**config.mk**
```make
export PLATFORM = sky130hd
export DESIGN_NAME = alu_share_ctrl
export DESIGN_NICKNAME = d
export VERILOG_FILES = /design/src/rtl/alu_share_ctrl_pkg.sv /design/src/rtl/alu_share_ctrl_rr_arb2.sv /design/src/rtl/alu_share_ctrl.sv
export SDC_FILE = /design/constraint.sdc
export NUM_CORES = 1
export LEC_CHECK = 0
export ABC_CLOCK_PERIOD_IN_PS = 2100
export BUFFER_PORTS_ARGS = -buffer_cell sky130_fd_sc_hd__buf_2
export CAP_MARGIN = 20
export CORE_UTILIZATION = 35
export DETAILED_ROUTE_END_ITERATION = 10
export PLACE_DENSITY = 0.69
export SKIP_CTS_REPAIR_TIMING = 1
export SYNTH_ARGS = -nofsm -noshare
export SYNTH_HDL_FRONTEND = slang
export SYNTH_HIERARCHICAL = 1
export SYNTH_SLANG_ARGS = --single-unit
export TNS_END_PERCENT = 30
```
**constraint.sdc**
```tcl
create_clock -name clk -period 2.1 [get_ports clk]
set_input_delay 0.315 -clock clk [delete_from_list [all_inputs] [get_ports clk]]
set_output_delay 0.315 -clock clk [all_outputs]
set_load 0.05 [all_outputs]
```
**src/rtl/alu_share_ctrl_pkg.sv**
```systemverilog
// Shared opcodes, FSM encoding and opcode legality for the two-requester ALU front end.
package alu_share_ctrl_pkg;

    localparam logic [2:0] OP_AND = 3'b000;
    localparam logic [2:0] OP_OR  = 3'b001;
    localparam logic [2:0] OP_ADD = 3'b010;
    localparam logic [2:0] OP_SUB = 3'b110;
    localparam logic [2:0] OP_SLT = 3'b111;

    typedef enum logic {
        ST_IDLE = 1'b0,
        ST_HOLD = 1'b1
    } state_t;

    function automatic logic op_legal(input logic [2:0] op);
        case (op)
            OP_AND, OP_OR, OP_ADD, OP_SUB, OP_SLT: return 1'b1;
            default:                               return 1'b0;
        endcase
    endfunction

endpackage

```
**src/rtl/alu_share_ctrl_rr_arb2.sv**
```systemverilog
// Two-input round-robin arbiter; the pointer remembers the last accepted index.
module rr_arb2 (
    input  logic       clk,
    input  logic       rst_n,
    input  logic [1:0] valid,
    input  logic       accept,
    input  logic       accept_idx,
    output logic [1:0] grant
);

    logic last;

    // Reset to 1 so that requester 0 wins the first contended cycle.
    always_ff @(posedge clk) begin
        if (!rst_n) begin
            last <= 1'b1;
        end else if (accept) begin
            last <= accept_idx;
        end
    end

    always_comb begin
        grant = valid;
        if (valid == 2'b11) begin
            grant = last ? 2'b01 : 2'b10;
        end
    end

endmodule

```
**src/rtl/alu_share_ctrl.sv**
```systemverilog
// Arbitrates two requesters onto one external ALU and returns a tagged response
// one cycle after acceptance, under a valid/ready handshake.
module alu_share_ctrl
    import alu_share_ctrl_pkg::*;
#(
    parameter int DATA_WIDTH = 32,
    parameter int TAG_WIDTH  = 4
) (
    input  logic                  clk,
    input  logic                  rst_n,
    input  logic                  m0_valid,
    output logic                  m0_ready,
    input  logic [DATA_WIDTH-1:0] m0_a,
    input  logic [DATA_WIDTH-1:0] m0_b,
    input  logic [2:0]            m0_op,
    input  logic [TAG_WIDTH-1:0]  m0_tag,
    input  logic                  m1_valid,
    output logic                  m1_ready,
    input  logic [DATA_WIDTH-1:0] m1_a,
    input  logic [DATA_WIDTH-1:0] m1_b,
    input  logic [2:0]            m1_op,
    input  logic [TAG_WIDTH-1:0]  m1_tag,
    output logic [DATA_WIDTH-1:0] alu_A,
    output logic [DATA_WIDTH-1:0] alu_B,
    output logic [2:0]            alu_op,
    input  logic [DATA_WIDTH-1:0] alu_Result,
    input  logic                  alu_Overflow,
    input  logic                  alu_CarryOut,
    input  logic                  alu_Zero,
    output logic                  resp_valid,
    input  logic                  resp_ready,
    output logic                  resp_id,
    output logic [TAG_WIDTH-1:0]  resp_tag,
    output logic [DATA_WIDTH-1:0] resp_result,
    output logic                  resp_overflow,
    output logic                  resp_carryout,
    output logic                  resp_zero,
    output logic                  resp_err
);

    state_t                state;
    state_t                state_next;
    logic                  err;
    logic                  slot_free;
    logic [1:0]            grant;
    logic                  accept;
    logic                  accept_idx;
    logic [DATA_WIDTH-1:0] sel_a;
    logic [DATA_WIDTH-1:0] sel_b;
    logic [2:0]            sel_op;
    logic [TAG_WIDTH-1:0]  sel_tag;

    assign resp_valid = (state == ST_HOLD);
    assign slot_free  = ~resp_valid | resp_ready;

    rr_arb2 u_arb (
        .clk        (clk),
        .rst_n      (rst_n),
        .valid      ({m1_valid, m0_valid}),
        .accept     (accept),
        .accept_idx (accept_idx),
        .grant      (grant)
    );

    // Ready depends only on valids, the arbiter pointer and the response slot.
    assign m0_ready   = grant[0] & slot_free;
    assign m1_ready   = grant[1] & slot_free;
    assign accept     = (m0_valid & m0_ready) | (m1_valid & m1_ready);
    assign accept_idx = m1_ready;

    assign sel_a   = accept_idx ? m1_a   : m0_a;
    assign sel_b   = accept_idx ? m1_b   : m0_b;
    assign sel_op  = accept_idx ? m1_op  : m0_op;
    assign sel_tag = accept_idx ? m1_tag : m0_tag;

    always_ff @(posedge clk) begin
        if (!rst_n) begin
            state <= ST_IDLE;
        end else begin
            state <= state_next;
        end
    end

    always_comb begin
        state_next = state;
        case (state)
            ST_IDLE: if (accept) state_next = ST_HOLD;
            ST_HOLD: if (resp_ready && !accept) state_next = ST_IDLE;
            default: state_next = ST_IDLE;
        endcase
    end

    // Operand registers only move on accept, so a stalled response stays stable.
    always_ff @(posedge clk) begin
        if (!rst_n) begin
            alu_A    <= '0;
            alu_B    <= '0;
            alu_op   <= OP_AND;
            err      <= 1'b0;
            resp_id  <= 1'b0;
            resp_tag <= '0;
        end else if (accept) begin
            alu_A    <= sel_a;
            alu_B    <= sel_b;
            alu_op   <= op_legal(sel_op) ? sel_op : OP_AND;
            err      <= ~op_legal(sel_op);
            resp_id  <= accept_idx;
            resp_tag <= sel_tag;
        end
    end

    assign resp_result   = err ? '0 : alu_Result;
    assign resp_overflow = ~err & alu_Overflow;
    assign resp_carryout = ~err & alu_CarryOut;
    assign resp_zero     = ~err & alu_Zero;
    assign resp_err      = err;

endmodule
```
==> results.sh <==
export IMPL_ys_warn_count=6
export IMPL_first_pass_iters=5
export IMPL_finalMaxSlewViolations=0
export IMPL_synth_seq_cells=75
export IMPL_row_count=40
export IMPL_final_instance_count_excl_fill=918
export IMPL_synth_top_area_share_pct=34.3
export IMPL_dp_hpwl_mm=11.0
export IMPL_grt_pass1_vias=4438
export IMPL_final_min_period_over_clock_period_pct=87.1
export IMPL_yosys_top_cells_area="dfxtp_1 (34%), a311oi_2 (24%), a21oi_1 (8.3%)"
export IMPL_power_density_nw_per_um2=827
export IMPL_drt_wl_total_mm=15.2
export IMPL_rsz0062_at_grt="no"
export IMPL_cts_buf_count=9
export IMPL_pin_count=293
export IMPL_netlist_area_pre_place_um2=4380
export IMPL_critical_path_startpoint_type="register"
export IMPL_power_leakage_nw=2.69
export IMPL_post_route_drc_count=0
export IMPL_critical_path_slowest_cell="dfxtp_1"
export IMPL_post_synth_inst_count=490
export IMPL_worst_path_fanout_max=33
export IMPL_hold_path_class="in2reg"
export IMPL_max_clock_path_buffers=2
export IMPL_timing_worst_setup_path_type="reg2out"
export IMPL_routed_via_density=5.35
export IMPL_chipWidth_um=114
export IMPL_avgSynthCellArea_um2=8.94
export IMPL_worst_ep_required_time_ns=1.78
export IMPL_floorplan_core_area_um2=12100
export IMPL_clk_pin_slew_worst_paths_ns=0.06
export IMPL_number_of_endpoints_failing_setup_at_the_final_stage=0
export IMPL_synth_sequential_area_ratio_pct=34.3
export IMPL_finalWorstPathRequiredPeriod_ns=1.83
export IMPL_crit_path_cell_trace="nor2b_4 > buf_4 > nor2_1 > buf_2"
export IMPL_grt_pass1_wl_mm=22.9
export IMPL_antenna_found_initial=2
export IMPL_post_place_cells=900
export IMPL_port_buffers=292
export IMPL_vdd_ir_drop_max_uv=307
export IMPL_cp_arrival_ns=1.51
export IMPL_fraction_of_registers_with_async_set_reset_pct=0
export IMPL_synth_enable_flop_cells=0
export IMPL_most_frequent_cells_in_the_layout="buf_2 (292), dfxtp_1 (75), a21oi_1 (73)"
export IMPL_fin_tns_setup_ns=0
export IMPL_max_slew_worst_pin_slew_ns=0.448
export IMPL_cts_max_level=3
export IMPL_area_growth_pct=42.7
export IMPL_die_outline_area_um2=13000
export IMPL_die_height_um=114
export IMPL_overflow=0
export IMPL_cpPeakStageDelay_ns=0.39
export IMPL_netlist_cell_type_count=29
export IMPL_wl_per_cell_um=16.5
export IMPL_vias=4914
export IMPL_global_route_usage_total_pct=22.2
export IMPL_syn_num_nets=672
export IMPL_route_antenna_remaining_nets=0
export IMPL_finalHoldViolCount=0
export IMPL_clock_skew_ns=0.00618
export IMPL_timing_max_slew_rel_slack_pct=70.1
export IMPL_initialDrtViolationCount=338
export IMPL_reg2reg_slack_ns=0.32
export IMPL_grt_start_max_net_pins=75
export IMPL_design_final_nets=925
export IMPL_maxClockFrequency_mhz=547
export IMPL_clock_sink_count=75
export IMPL_gp_congestion=0.767
export IMPL_cts_root_buf="clkbuf_16"
export IMPL_tritoncts="built"
export IMPL_outcome="finished clean"
export IMPL_number_of_maximum_capacitance_constraint_violations=0
export IMPL_layout_cells_most_common="buf_2"
export IMPL_endpoint_kind="output pin"
export IMPL_synth_largest_area_cell="dfxtp_1"
export IMPL_ys_dominant_reg_cell="dfxtp_1"
export IMPL_initial_utilization_pct=36.2
export IMPL_clkLatencyLatePin_ns=0.33
export IMPL_final_layout_size_suffix_gt1_share_pct=53.1
## state kept, by name, indices dropped and copies added, names as in the netlist
signal,flops
alu_op,3
resp_id,1
resp_valid,1
alu_A,32
alu_B,32
resp_tag,4
u_arb/last,1
resp_err,1
## power breakdown
| part | leakage (nW) | internal [mW] | switching (mW) |
|---|---|---|---|
| Combinational | 1.93 | 0.589 | 1.39 |
| Clock | 0.141 | 0.953 | 0.585 |
| Sequential | 0.620 | 1.57 | 0.0816 |
| Total | 2.69 | 3.12 | 2.05 |
## critical path, delay by kind of cell, from the launching register on
| kind | cells | cell delay, ns |
|---|---|---|
| and+or+nand+nor | 2 | 0.27 |
| buffers and inverters | 2 | 0.53 |
| DFF | 1 | 0.39 |
## synthesized netlist by cell type, types with 3 or more instances
library cell / n
nand4_1: 3
a311oi_1: 3
nand2b_1: 3
buf_2: 9
nand3_1: 68
dfxtp_1: 75
clkbuf_1: 44
buf_6: 9
nor2_1: 3
o21ai_0: 68
a21oi_1: 73
a311oi_2: 69
nor2b_1: 36
inv_1: 5
## routing by layer
layer | vias to the layer above | part of all wire [%] | GRT usage [%] | wire (µm)
li1 | 2388 | - | - | -
met1 | 2320 | 44 | 30.2 | 6690
met2 | 193 | 48 | 34.7 | 7330
met3 | 13 | 6.3 | 4.89 | 961
met4 | 0 | 1.1 | 7.62 | 170
met5 | - | 0 | 0 | 0
## worst paths after layout
check                           from                 endpoint  cells after the start
max            resp_valid$_SDFF_PN0_                 m1_ready                      4
min                            rst_n  u_arb/last$_SDFFE_PN1P_                      2
max reg2reg  u_arb/last$_SDFFE_PN1P_   alu_B[17]$_SDFFE_PN0P_                      6
min reg2reg    alu_A[4]$_SDFFE_PN0P_    alu_A[4]$_SDFFE_PN0P_                      2
## logic make-up after synthesis
logic type / count (synthesis) / synth area share, %
AOI/OAI and AO/OA: 223 / 42.5
buffers and inverters: 72 / 8.14
and+or+nand+nor: 118 / 14.6
DFF: 75 / 34.3
xor gates and xnor gates: 2 / 0.400
## layout make-up
class,count,area [µm²]
Multi-Input combinational cell,343,2550
Timing Repair Buffer,308,1670
Fill cell,1145,5860
Clock inverter,2,35.0
Tap cell,168,210
Sequential cell,75,1500
Clock buffer,14,254
Antenna cell,2,5.00
Inverter,6,23.8
## stage by stage
step	setup slack [ns]	hold slack, ns	instance area (µm²)	utilization, %	power (mW)
finish	0.272	0.219	6250	51.6	5.17
global route	0.168	0.216	6250	51.6	5.39
CTS	0.258	0.214	6250	51.6	5.21
detailed placement	0.266	0.527	5960	49.2	3.67
global placement	0.330	0.510	5960	49.2	3.63
floorplan	0.0836	0.391	4380	-	3.13
(Power assumes the default switching activity.)
